[src/rtl/logic_gate_bank_pipe_pkg.sv]
// logic_bank_pkg: mode codes, counter constants and the gate function shared by the bank
package logic_bank_pkg;
  localparam logic [2:0] MODE_AND  = 3'd0;
  localparam logic [2:0] MODE_NAND = 3'd1;
  localparam logic [2:0] MODE_OR   = 3'd2;
  localparam logic [2:0] MODE_NOR  = 3'd3;
  localparam logic [2:0] MODE_XOR  = 3'd4;
  localparam logic [2:0] MODE_XNOR = 3'd5;
  localparam logic [2:0] MODE_PASS = 3'd6;
  localparam logic [2:0] MODE_NOTA = 3'd7;
  localparam int OPS_W = 16;
  localparam logic [OPS_W-1:0] OPS_SAT = '1;
  // Widest bank supported; callers truncate the result to their channel count.
  localparam int GATE_MAX_W = 32;
  function automatic logic [GATE_MAX_W-1:0] gate_fn(input logic [2:0] mode,
                                                     input logic [GATE_MAX_W-1:0] a,
                                                     input logic [GATE_MAX_W-1:0] b);
    case (mode)
      MODE_AND:  gate_fn = a & b;
      MODE_NAND: gate_fn = ~(a & b);
      MODE_OR:   gate_fn = a | b;
      MODE_NOR:  gate_fn = ~(a | b);
      MODE_XOR:  gate_fn = a ^ b;
      MODE_XNOR: gate_fn = ~(a ^ b);
      MODE_PASS: gate_fn = a;
      default:   gate_fn = ~a;
    endcase
  endfunction
endpackage

[src/rtl/logic_gate_bank_pipe_if.sv]
// logic_gate_bank_pipe_if: input/output handshake bundle of the gate bank (parity signals under LOGIC_BANK_PARITY_EN)
interface logic_gate_bank_pipe_if #(parameter int WIDTH = 4);
  import logic_bank_pkg::*;
  logic             IN_VALID;
  logic             IN_READY;
  logic [WIDTH-1:0] A;
  logic [WIDTH-1:0] B;
  logic [2:0]       MODE;
  logic             OUT_VALID;
  logic             OUT_READY;
  logic [WIDTH-1:0] Y;
  logic             ZERO;
  logic [OPS_W-1:0] OPS_CNT;
`ifdef LOGIC_BANK_PARITY_EN
  logic             PAR;
  logic             PAR_INV;
  modport master (output IN_VALID, A, B, MODE, OUT_READY, PAR_INV,
                  input  IN_READY, OUT_VALID, Y, ZERO, OPS_CNT, PAR);
  modport slave  (input  IN_VALID, A, B, MODE, OUT_READY, PAR_INV,
                  output IN_READY, OUT_VALID, Y, ZERO, OPS_CNT, PAR);
`else
  modport master (output IN_VALID, A, B, MODE, OUT_READY,
                  input  IN_READY, OUT_VALID, Y, ZERO, OPS_CNT);
  modport slave  (input  IN_VALID, A, B, MODE, OUT_READY,
                  output IN_READY, OUT_VALID, Y, ZERO, OPS_CNT);
`endif
endinterface

[src/rtl/logic_gate_bank_pipe_stage.sv]
// logic_bank_stage: one valid/ready register stage holding a W-bit payload
module logic_bank_stage #(
  parameter int W = 1
) (
  input  logic         clk_i,
  input  logic         rst_ni,
  input  logic         ready_i,
  input  logic         valid_i,
  input  logic [W-1:0] data_i,
  output logic         valid_o,
  output logic [W-1:0] data_o
);
  logic         valid_q, valid_d;
  logic [W-1:0] data_q, data_d;
  // Advance when this stage may load; data only moves with a valid item so idle cycles do not toggle it.
  always_comb begin
    valid_d = ready_i ? valid_i : valid_q;
    data_d  = (ready_i && valid_i) ? data_i : data_q;
  end
  // Stage registers, cleared asynchronously so reset drops any in-flight item.
  always_ff @(posedge clk_i or negedge rst_ni) begin
    if (!rst_ni) begin
      valid_q <= 1'b0;
      data_q  <= '0;
    end else begin
      valid_q <= valid_d;
      data_q  <= data_d;
    end
  end
  assign valid_o = valid_q;
  assign data_o  = data_q;
endmodule

[src/rtl/logic_gate_bank_pipe.sv]
// logic_gate_bank_pipe: WIDTH-channel selectable gate bank behind STAGES valid/ready registers (option LOGIC_BANK_PARITY_EN adds PAR/PAR_INV)
module logic_gate_bank_pipe
  import logic_bank_pkg::*;
#(
  parameter int WIDTH  = 4,
  parameter int STAGES = 2
) (
  input logic                 CLK,
  input logic                 CLR_N,
  logic_gate_bank_pipe_if.slave bus
);
`ifdef LOGIC_BANK_PARITY_EN
  localparam int PW = WIDTH + 2;
`else
  localparam int PW = WIDTH + 1;
`endif
  logic [WIDTH-1:0] fn_y;
  logic [STAGES:0]  vld;
  logic [PW-1:0]    data [STAGES+1];
  logic [STAGES-1:0] rdy;
  logic [OPS_W-1:0] ops_cnt_q, ops_cnt_d;
  assign fn_y   = WIDTH'(gate_fn(bus.MODE, GATE_MAX_W'(bus.A), GATE_MAX_W'(bus.B)));
  assign vld[0] = bus.IN_VALID;
`ifdef LOGIC_BANK_PARITY_EN
  assign data[0] = {fn_y, ~|fn_y, ^fn_y ^ bus.PAR_INV};
  assign bus.PAR = data[STAGES][0];
`else
  assign data[0] = {fn_y, ~|fn_y};
`endif
  // Unrolled form of ready_k = !valid_k || ready_(k+1): stage k may load when
  // OUT_READY is high or any stage from k to the last is empty. This keeps the
  // ready chain free of combinational self-reference.
  for (genvar g = 0; g < STAGES; g++) begin : g_stage
    assign rdy[g] = bus.OUT_READY || !(&vld[STAGES:g+1]);
    logic_bank_stage #(.W(PW)) u_stage (
      .clk_i   (CLK),
      .rst_ni  (CLR_N),
      .ready_i (rdy[g]),
      .valid_i (vld[g]),
      .data_i  (data[g]),
      .valid_o (vld[g+1]),
      .data_o  (data[g+1])
    );
  end
  assign bus.IN_READY  = rdy[0];
  assign bus.OUT_VALID = vld[STAGES];
  assign bus.Y         = data[STAGES][PW-1 -: WIDTH];
  assign bus.ZERO      = data[STAGES][PW-WIDTH-1];
  assign bus.OPS_CNT   = ops_cnt_q;
  // Count output handshakes, sticking at the saturation value.
  always_comb ops_cnt_d = (bus.OUT_VALID && bus.OUT_READY && ops_cnt_q != OPS_SAT) ? ops_cnt_q + 1'b1 : ops_cnt_q;
  // Handshake counter register.
  always_ff @(posedge CLK or negedge CLR_N) begin
    if (!CLR_N) ops_cnt_q <= '0;
    else ops_cnt_q <= ops_cnt_d;
  end
endmodule

[src/flat_wrapper.sv]
// flat-port wrapper written by rule: the top's interface ports become plain ports
module logic_gate_bank_pipe_flat import logic_bank_pkg::*;
#(
  parameter int WIDTH  = 4,
  parameter int STAGES = 2
)
  (CLK, CLR_N, bus_IN_VALID, bus_A, bus_B, bus_MODE, bus_OUT_READY, bus_IN_READY, bus_OUT_VALID, bus_Y, bus_ZERO, bus_OPS_CNT);
  logic_gate_bank_pipe_if #(.WIDTH(WIDTH)) bus_i ();
  input logic CLK;
  input logic CLR_N;
  input wire logic [$bits(bus_i.IN_VALID)-1:0] bus_IN_VALID;
  input wire logic [$bits(bus_i.A)-1:0] bus_A;
  input wire logic [$bits(bus_i.B)-1:0] bus_B;
  input wire logic [$bits(bus_i.MODE)-1:0] bus_MODE;
  input wire logic [$bits(bus_i.OUT_READY)-1:0] bus_OUT_READY;
  output wire logic [$bits(bus_i.IN_READY)-1:0] bus_IN_READY;
  output wire logic [$bits(bus_i.OUT_VALID)-1:0] bus_OUT_VALID;
  output wire logic [$bits(bus_i.Y)-1:0] bus_Y;
  output wire logic [$bits(bus_i.ZERO)-1:0] bus_ZERO;
  output wire logic [$bits(bus_i.OPS_CNT)-1:0] bus_OPS_CNT;
  assign bus_i.IN_VALID = bus_IN_VALID;
  assign bus_i.A = bus_A;
  assign bus_i.B = bus_B;
  assign bus_i.MODE = bus_MODE;
  assign bus_i.OUT_READY = bus_OUT_READY;
  assign bus_IN_READY = bus_i.IN_READY;
  assign bus_OUT_VALID = bus_i.OUT_VALID;
  assign bus_Y = bus_i.Y;
  assign bus_ZERO = bus_i.ZERO;
  assign bus_OPS_CNT = bus_i.OPS_CNT;
  logic_gate_bank_pipe #(.WIDTH(WIDTH), .STAGES(STAGES)) u_core (.CLK(CLK), .CLR_N(CLR_N), .bus(bus_i));
endmodule
[config.mk]
export PLATFORM = sky130hd
export DESIGN_NAME = logic_gate_bank_pipe_flat
export DESIGN_NICKNAME = d
export VERILOG_FILES = /design/src/rtl/logic_gate_bank_pipe_pkg.sv /design/src/rtl/logic_gate_bank_pipe_if.sv /design/src/rtl/logic_gate_bank_pipe_stage.sv /design/src/rtl/logic_gate_bank_pipe.sv /design/src/flat_wrapper.sv
export SDC_FILE = /design/constraint.sdc
export NUM_CORES = 1
export LEC_CHECK = 0
export BUFFER_PORTS_ARGS = -buffer_cell sky130_fd_sc_hd__buf_2
export CORE_MARGIN = 4
export CORE_UTILIZATION = 52
export DETAILED_ROUTE_END_ITERATION = 12
export PLACE_DENSITY = 0.78
export SYNTH_ARGS = -nofsm -noshare
export SYNTH_HDL_FRONTEND = slang
export SYNTH_SLANG_ARGS = --single-unit
export TNS_END_PERCENT = 30
[constraint.sdc]
create_clock -name CLK -period 2.2 [get_ports CLK]
set_input_delay 0.11 -clock CLK [delete_from_list [all_inputs] [get_ports CLK]]
set_output_delay 0.11 -clock CLK [all_outputs]
set_load 0.03 [all_outputs]
==> impl_metrics.yaml <==
status:
  outcome: "finished clean"
setup_path:
  crit_required_ns: 2.46
  r2r_setup_slack_ns: 0.39
  r2r_cells: 5
  crit_arrival_ns: 2.07
  critPathLaunchType: "flop"
  critPathKind: "flop to flop"
  critPathCaptureType: "flop"
  r2r-end: "u_core.bus.OPS_CNT[13]$_DFFE_PN0P_"
  r2r_start: "u_core.bus.OPS_CNT[2]$_DFFE_PN0P_"
  cp_max_fo: 7
sta:
  tns_ns: 0
  fin_ws_ns: 0.387
  finClkSkew_ns: 0.00189
  finalMaxSlewViolations: 0
  finalSetupViolations: 0
  post-route-period-util_pct: 82.4
  max_freq_ghz: 0.552
  worstMarginPinSlew_ns: 0.617
  maxSlewHeadroom_pct: 58.9
  timing_hold_violations_final: 0
  rsz0062_at_grt: "no"
  min_period_ns: 1.81
cells_and_area:
  nets: 198
  areaGrowthSynthToFinish_pct: 17.0
  drive_gt1_share_pct: 32.9
  fin_area_mm2: 0.00178
  antenna_cells: 0
  utilization_pct: 63.8
placed_design:
  globalplace.congestion: 0.731
  post-place-ws_ns: 0.313
  hpwl_mm: 2.39
  placed_area_mm2: 0.00172
  numPortBuffers: 37
logic_synthesis:
  synth_cells: 133
  yosys_warnings: 0
  netlist_area_mm2: 0.00152
  synth_edf_count: 0
  synth_common_cells: "dfrtp_1, inv_1, mux2_2"
  synth_most_common_cell: "dfrtp_1"
  async_flop_share_pct: 100
  netlist.top_cell.by_area: "dfrtp_1"
  synth-seq-area-share_pct: 46.2
  ys.flop_type: "dfrtp_1"
  ys_types: 28
  synth_area_leaders: "dfrtp_1, mux2_2, ha_1"
  synth_area_per_cell_um2: 11.4
  ys_ff_latch: 28
  synth_fp_nets: 157
  synth.top_cell.area_share_pct: 46.2
detailed_routing:
  vias: 1118
  wl_mm: 2.96
  ant_nets: 0
  firstDrtPassIters: 4
  first_iter_violations: 38
  vias_per_cell: 5.48
  drc: 0
  wl_per_cell_um: 14.5
worst_hold_path:
  worst_hold_path.endpoint: "u_core.g_stage[1].u_stage.valid_o$_DFFE_PN0N_"
  min_from: "bus_OUT_READY"
  whs_path_depth: 3
  hold_path_class: "input port to flop"
grt:
  grt_pass1_wl_mm: 4.84
  grt_usage_pct: 17.5
  grt_pass1_vias: 1121
  grt_max_degree: 29
  antenna_found_initial: 0
  grt_overflow: 0
power_and_ir_drop:
  cellPowerDensity_mw_per_mm2: 857
  ir_worst_vdd_mv: 0.771
  leakagePower_nw: 0.906
clock_network:
  cts_tree: "built"
  clock_path_buffers: 2
  cts.sinks: 28
  numCtsBuffers: 3
  clkSlewWorstSetupHoldPaths_ns: 0.14
  worstSkewPairLatency_ns: 0.32
  htreeDepth: 1
  root_buffer: "clkbuf_4"
  cts_setup_buffers: 0
floorplan:
  die_x_um: 62.0
  initial_utilization_pct: 54.6
  fp.coreArea_mm2: 0.00278
  fp-row-count: 19
  die_h_um: 62.0
  die_area_mm2: 0.00385
  pin_count: 38
flow_run:
  maxCapViolCount: 0
-- routing by layer --
metal / vias up / share of wire (%) / routed length, um / GRT usage, %
li1: 545 / - / - / -
met4: 0 / 3.3 / 97 / 10.9
met2: 33 / 49 / 1460 / 30.0
met3: 8 / 4.9 / 144 / 2.07
met1: 532 / 43 / 1260 / 20.8
met5: - / 0 / 0 / 0
-- how the worst max path moves through the flow --
| stage | from | to | slack, ns | depth (start not counted) |
|---|---|---|---|---|
| 2_1_floorplan | u_core.bus.OPS_CNT[6]$_DFFE_PN0P_ | u_core.bus.OPS_CNT[1]$_DFFE_PN0P_ | 0.35 | 5 |
| 3_3_place_gp | bus_B[3] | u_core.g_stage[0].u_stage.data_o[0]$_DFFE_PN0P_ | 0.38 | 7 |
| 3_5_place_dp | bus_B[2] | u_core.g_stage[0].u_stage.data_o[0]$_DFFE_PN0P_ | 0.31 | 7 |
| 4_1_cts | u_core.bus.OPS_CNT[2]$_DFFE_PN0P_ | u_core.bus.OPS_CNT[13]$_DFFE_PN0P_ | 0.40 | 5 |
| 5_1_grt | u_core.bus.OPS_CNT[2]$_DFFE_PN0P_ | u_core.bus.OPS_CNT[13]$_DFFE_PN0P_ | 0.21 | 5 |
| 6_report | u_core.bus.OPS_CNT[2]$_DFFE_PN0P_ | u_core.bus.OPS_CNT[13]$_DFFE_PN0P_ | 0.39 | 5 |
-- critical path: stages (launching register included) --
cell,delay (ns)
dfrtp_1,0.48
and3_1,0.19
nand3_1,0.17
or4_1,0.51
nor3_1,0.22
xor2_1,0.18
-- per-stage QoR --
step                      cells  hold slack, ns  power [mW]
after floorplan             133          -0.186        1.13
after global placement      198           0.144        1.25
after detailed placement    198           0.156        1.28
after CTS                   204           0.116        1.53
after global routing        204           0.137        1.61
final                       204           0.133        1.52
-- layout by cell type, fill, tap and decap left out, types with 2 or more instances in the layout --
cell type      instances
nand2b_1               3
mux4_1                 2
nand3_1                6
nand4_1                4
dfrtp_1               28
nor3_1                 5
mux2_2                11
buf_2                 37
and3_1                 3
xnor2_1                5
inv_1                 14
nand2_1                8
o21ai_0                3
nor2_1                 3
dlygate4sd3_1          2
mux4_2                 2
or4_1                  2
ha_1                   9
xor2_1                 9
a21oi_1                3
clkbuf_4               3
-- power breakdown --
part	internal, mW	total, mW	switching [mW]
Combinational	0.196	0.535	0.339
Sequential	0.625	0.738	0.112
Clock	0.101	0.249	0.147
Total	0.922	1.52	0.599
-- registers in the layout, indices dropped and copies added (netlist names) --
register	flops
u_core.g_stage.u_stage.valid_o	2
u_core.g_stage.u_stage.data_o	10
u_core.bus.OPS_CNT	16
-- layout make-up --
class | instances | area [um^2]
repair buffers | 40 | 213
clock buffers | 4 | 36.3
fillers | 229 | 1010
flip-flops and latches | 28 | 701
well taps | 31 | 38.8
inverters | 14 | 52.6
multi-input cells | 87 | 734
-- what timing repair did --
item                      CTS  global route
gates resized for setup     0             0
hold buffers                2             0
hold endpoints to repair   29             0
-- cells by family (layout without fill, tap and decap cells) --
logic type / count (synthesis) / count (layout) / synth area share [%]
AO/OA/AOI/OAI: 10 / 10 / 3.79
flip-flops: 28 / 28 / 46.2
adder cells (fa/ha/maj): 9 / 9 / 7.42
AND/OR/NAND/NOR: 39 / 39 / 14.5
multiplexers: 15 / 15 / 14.6
buffers and inverters: 18 / 58 / 5.44
XOR/XNOR: 14 / 14 / 8.08
Power figures use the tool's default switching activity.
